===== src/rtl/dcache_fill_unit.sv =====
// dcache_fill_unit: data-cache line refill engine.
// Takes one line miss at a time, reads the line from the memory bus beat by
// beat, assembles it, then offers it to the dcache pipeline fill port until the
// arbiter grants it. o_done pulses one cycle after the grant so the LSU can
// replay any loads that were waiting on this line.

module dcache_fill_unit #(
  parameter int OPTN_DATA_WIDTH    = 32,
  parameter int OPTN_ADDR_WIDTH    = 32,
  parameter int OPTN_DC_CACHE_SIZE = 1024,
  parameter int OPTN_DC_LINE_SIZE  = 32,
  parameter int OPTN_DC_WAY_COUNT  = 1,
  parameter int OPTN_BEAT_WIDTH    = 32,
  localparam int DC_LINE_WIDTH     = OPTN_DC_LINE_SIZE * 8,
  localparam int DC_OFFSET_WIDTH   = $clog2(OPTN_DC_LINE_SIZE),
  localparam int DC_SET_COUNT      = OPTN_DC_CACHE_SIZE / (OPTN_DC_LINE_SIZE * OPTN_DC_WAY_COUNT),
  localparam int DC_INDEX_WIDTH    = $clog2(DC_SET_COUNT),
  localparam int DC_TAG_WIDTH      = OPTN_ADDR_WIDTH - DC_INDEX_WIDTH - DC_OFFSET_WIDTH
) (
  input  logic                       clk,
  input  logic                       n_rst,

  input  logic                       i_miss_valid,
  input  logic [OPTN_ADDR_WIDTH-1:0] i_miss_addr,
  output logic                       o_miss_ready,

  output logic                       o_bus_req_valid,
  output logic [OPTN_ADDR_WIDTH-1:0] o_bus_req_addr,
  input  logic                       i_bus_req_ready,
  input  logic                       i_bus_data_valid,
  input  logic [OPTN_BEAT_WIDTH-1:0] i_bus_data,

  output logic                       o_fill,
  output logic [DC_TAG_WIDTH-1:0]    o_fill_tag,
  output logic [DC_INDEX_WIDTH-1:0]  o_fill_index,
  output logic                       o_fill_valid,
  output logic                       o_fill_dirty,
  output logic [DC_LINE_WIDTH-1:0]   o_fill_data,
  input  logic                       i_fill_grant,

  output logic                       o_busy,
  output logic [OPTN_ADDR_WIDTH-1:0] o_busy_addr,
  output logic                       o_done
);

  localparam int BEATS          = DC_LINE_WIDTH / OPTN_BEAT_WIDTH;
  localparam int BEAT_CNT_WIDTH = (BEATS > 1) ? $clog2(BEATS) : 1;

  localparam logic [BEAT_CNT_WIDTH-1:0] LAST_BEAT = BEAT_CNT_WIDTH'(BEATS - 1);

  // Clears the byte-offset bits so every stored address is line aligned.
  localparam logic [OPTN_ADDR_WIDTH-1:0] OFFSET_MASK =
    {{(OPTN_ADDR_WIDTH - DC_OFFSET_WIDTH){1'b0}}, {DC_OFFSET_WIDTH{1'b1}}};

  // A beat width that does not tile the line would leave holes in the fill data.
  if (((DC_LINE_WIDTH % OPTN_BEAT_WIDTH) != 0) || (OPTN_DATA_WIDTH < 1)) begin : g_param_check
    $error("dcache_fill_unit: OPTN_BEAT_WIDTH must divide the line width");
  end

  typedef enum logic [1:0] {
    IDLE = 2'd0,
    REQ  = 2'd1,
    RECV = 2'd2,
    FILL = 2'd3
  } fill_state_t;

  fill_state_t state_q;
  fill_state_t state_d;

  logic [OPTN_ADDR_WIDTH-1:0]                 addr_q;
  logic [BEATS-1:0][OPTN_BEAT_WIDTH-1:0]      line_q;
  logic [BEAT_CNT_WIDTH-1:0]                  cnt_q;
  logic                                       done_q;

  logic miss_take;
  logic beat_take;
  logic last_beat;
  logic grant_take;

  assign miss_take  = (state_q == IDLE) && i_miss_valid;
  assign beat_take  = (state_q == RECV) && i_bus_data_valid;
  assign last_beat  = beat_take && (cnt_q == LAST_BEAT);
  assign grant_take = (state_q == FILL) && i_fill_grant;

  // State register; reset aborts any refill in flight.
  always_ff @(posedge clk) begin
    if (!n_rst) begin
      state_q <= IDLE;
    end else begin
      state_q <= state_d;
    end
  end

  // Next-state and Moore outputs; bus data seen outside RECV is simply ignored.
  always_comb begin
    state_d         = state_q;
    o_miss_ready    = 1'b0;
    o_bus_req_valid = 1'b0;
    o_fill          = 1'b0;
    o_busy          = 1'b1;
    case (state_q)
      IDLE: begin
        o_miss_ready = 1'b1;
        o_busy       = 1'b0;
        if (i_miss_valid) begin
          state_d = REQ;
        end
      end
      REQ: begin
        o_bus_req_valid = 1'b1;
        if (i_bus_req_ready) begin
          state_d = RECV;
        end
      end
      RECV: begin
        if (last_beat) begin
          state_d = FILL;
        end
      end
      FILL: begin
        o_fill = 1'b1;
        if (i_fill_grant) begin
          state_d = IDLE;
        end
      end
      default: begin
        state_d = IDLE;
      end
    endcase
  end

  // Beat counter and completion pulse; the pulse marks the cycle after the grant.
  always_ff @(posedge clk) begin
    if (!n_rst) begin
      cnt_q  <= '0;
      done_q <= 1'b0;
    end else begin
      done_q <= grant_take;
      if (miss_take) begin
        cnt_q <= '0;
      end else if (beat_take) begin
        if (last_beat) begin
          cnt_q <= '0;
        end else begin
          cnt_q <= cnt_q + 1'b1;
        end
      end
    end
  end

  // Address and line storage are not reset; they are only read once refilled.
  always_ff @(posedge clk) begin
    if (n_rst) begin
      if (miss_take) begin
        addr_q <= i_miss_addr & ~OFFSET_MASK;
      end
      if (beat_take) begin
        line_q[cnt_q] <= i_bus_data;
      end
    end
  end

  assign o_bus_req_addr = addr_q;
  assign o_busy_addr    = addr_q;
  assign o_fill_tag     = addr_q[OPTN_ADDR_WIDTH-1 -: DC_TAG_WIDTH];
  assign o_fill_index   = addr_q[DC_OFFSET_WIDTH +: DC_INDEX_WIDTH];
  assign o_fill_valid   = o_fill;
  assign o_fill_dirty   = 1'b0;
  assign o_fill_data    = line_q;
  assign o_done         = done_q;

endmodule

===== config.mk =====
export PLATFORM = sky130hd
export DESIGN_NAME = dcache_fill_unit
export DESIGN_NICKNAME = d
export VERILOG_FILES = /design/src/rtl/dcache_fill_unit.sv
export SDC_FILE = /design/constraint.sdc
export NUM_CORES = 1
export LEC_CHECK = 0
export CAP_MARGIN = 25
export CELL_PAD_IN_SITES_DETAIL_PLACEMENT = 1
export CELL_PAD_IN_SITES_GLOBAL_PLACEMENT = 1
export CORE_ASPECT_RATIO = 1.4
export CORE_MARGIN = 2
export CORE_UTILIZATION = 31
export CTS_CLUSTER_SIZE = 30
export DETAILED_ROUTE_END_ITERATION = 7
export MAX_ROUTING_LAYER = met4
export PLACE_DENSITY_LB_ADDON = 0.3
export SYNTH_ARGS = -nofsm -noshare
export SYNTH_HDL_FRONTEND = slang
export SYNTH_SLANG_ARGS = --single-unit

===== constraint.sdc =====
create_clock -name clk -period 3.5 [get_ports clk]
set_input_delay 0.525 -clock clk [delete_from_list [all_inputs] [get_ports clk]]
set_output_delay 0.525 -clock clk [all_outputs]
set_load 0.005 [all_outputs]

==> out/results.tsv <==
metric	value	unit
status	finished, final reports clean	
Compound-Gate Fraction of Synth Area	0.00702	
Die ar.	31900	um^2
Max Root-Sink Buffers	3	
Adder-Cell Fraction of Synth Area	0.00795	
VDD IR max	0.396	mV
top cells by area, synth	edfxtp_1 90%, buf_4 5.2%, dfxtp_1 1.3%	
Mapped Avg Cell Area	23.4	um^2
most common cell after layout, fill and taps aside	clkdlybuf4s50_1	
Post-CTS Resized	0	
largest net degree at the start of global routing	33	
Critical Path AT	1.87	ns
aggregate global routing overflow	0	
synth unique cells	25	
# DRC	0	
Max-cap violations	0	
num rows	75	
number of diodes	0	
XOR/XNOR Fraction of Synth Area	0.000928	
post-synthesis cell area	9440	um^2
sequential share of the synthesized area	0.913	
Initial Util	0.315	
mux cell area share after synthesis	0.00106	
Synth Area in Simple Gates	0.0152	
Inserted Clock Buffers	29	
net count reported at finish	871	
Slew headroom	0.530	
Core ar.	29900	um^2
Fin. Hold Viols	0	
IO buf count	407	
# clock sinks	289	
fmax	0.417	GHz
Synth top area share	0.900	
Clock Latency Late Sink	0.54	ns
initial antenna violation count	0	
Setup-failing EPs final	0	
die extent in x	151	um
gr usage total	0.169	
placer congestion estimate	0.732	
most frequent cells in the layout	407 x clkdlybuf4s50_1, 283 x edfxtp_1, 29 x clkbuf_16, 12 x clkinv_1, 11 x conb_1	
fin util	0.487	
crit start category	flip-flop	
Die Height	210	um
iteration count of the initial detailed-routing pass	4	
Ys Warns	0	
HP Class	reg2reg	
Hold Buf Count CTS	0	
Max Slew Vio Count	0	
I/O Pins	424	
vias in the first global route	5321	
Final ANT Viol Nets	0	
area delta synth->final	54.4	%
Lkg Pwr	4.87	nW
First DRT Iteration DRCs	193	
crit end category	primary output	
Root Buffer	clkbuf_16	
post-DP HPWL	19.4	mm
drt wl/cell	22.8	um
share of layout cells above drive strength 1	0.0759	
global-route wire length before repair	37.0	mm
CTS clk-pin slew, worst paths	0.06	ns
setup TNS	0	ns
clock skew	0.0170	ns
worst slew pin tran	0.704	ns
worst path required time	2.97	ns
CTS tree	yes	
Synth area leader	edfxtp_1	
largest family of logic cells by synthesized area	buffers and inverters	
vias per cell	4.28	
Seq cells post-synth	289	
Post-Route WL	27.4	mm
post-route minimum period	2.40	ns
H-tree depth	1	
worst hold slack	0.520	ns
largest fanout on the critical path	6	
routed vias	5148	
Cells after Synth	403	
postcts setup bufs	0	
CP Class	reg2out	
Tcrit/Tclk final	0.685	
pwr dens	509	nW/um^2
RSZ-0062 raised after global routing	false	
## per-layer routing
layer	vias up	global-route usage	wire, um
met5	-	-	0
met3	48	0.0331	1770
met1	2585	0.161	8880
met2	252	0.329	16000
met4	0	0.0603	819
li1	2263	-	-
## critical path: stages (launching register included)
cell             delay (ns)
dfxtp_1                0.39
inv_1                  0.09
ha_1                   0.27
inv_1                  0.08
clkdlybuf4s50_1        0.49
## Yosys cell counts
cell type,instances
mux2i_1,1
nand4_1,1
a2111oi_4,1
and3_2,1
nor3_1,2
nor2_1,7
edfxtp_1,283
and3_1,1
a21boi_1,1
nand4b_1,1
inv_1,4
xor2_1,1
nor2b_1,1
buf_4,66
o211a_1,1
a21oi_1,2
buf_2,1
a2111o_1,1
nor2b_4,1
dfxtp_1,6
nand2_1,7
conb_1,1
ha_1,6
nand3_1,4
nand2b_1,2
## final timing paths
check                     startpoint                          to  slack (ns)  cells after the start
max reg2reg  state_q[0]$_SDFFE_PN0P_  o_fill_data[195]$_DFFE_PP_        1.17                      5
min reg2reg  state_q[1]$_SDFFE_PN0P_     state_q[1]$_SDFFE_PN0P_        0.52                      2
min          state_q[1]$_SDFFE_PN0P_     state_q[1]$_SDFFE_PN0P_        0.52                      2
max          state_q[1]$_SDFFE_PN0P_                      o_busy        1.10                      4
## kinds of logic after synthesis
| kind of cell | Yosys count |
|---|---|
| other cells | 1 |
| simple gates | 28 |
| xor+xnor | 1 |
| mux | 1 |
| fa+ha+maj | 6 |
| compound gates | 6 |
| flops | 289 |
| buf+inv | 71 |
## power by group
part / total [W] / internal (W) / switching [W]
Clock: 0.00283 / 0.00157 / 0.00126
Sequential: 0.00395 / 0.00390 / 0.0000510
Combinational: 0.000644 / 0.000380 / 0.000264
## registers in the layout, indices dropped and copies added (netlist names)
signal / cells
o_bus_req_addr: 27
cnt_q: 3
state_q: 2
o_done: 1
o_fill_data: 256
## layout make-up
type,instances,area (um^2)
flip-flops and latches,289,8620
well taps,385,482
inverters,4,15.0
clock buffers,30,729
multi-input cells,53,413
repair buffers,418,4190
clock inverters,23,129
fillers,2837,15400
## through the flow
| stage | instance area [um^2] | total power, W | setup slack (ns) | cells |
|---|---|---|---|---|
| after CTS | 14600 | 0.00754 | 1.07 | 1202 |
| after detailed placement | 13700 | 0.00468 | 0.695 | 1149 |
| after floorplan | 9490 | 0.00429 | 0.819 | 413 |
| final | 14600 | 0.00742 | 1.10 | 1202 |
| after global placement | 13700 | 0.00465 | 0.738 | 1149 |
| after global routing | 14600 | 0.00770 | 0.992 | 1202 |
Note: power is estimated with default switching activity, not from simulation.
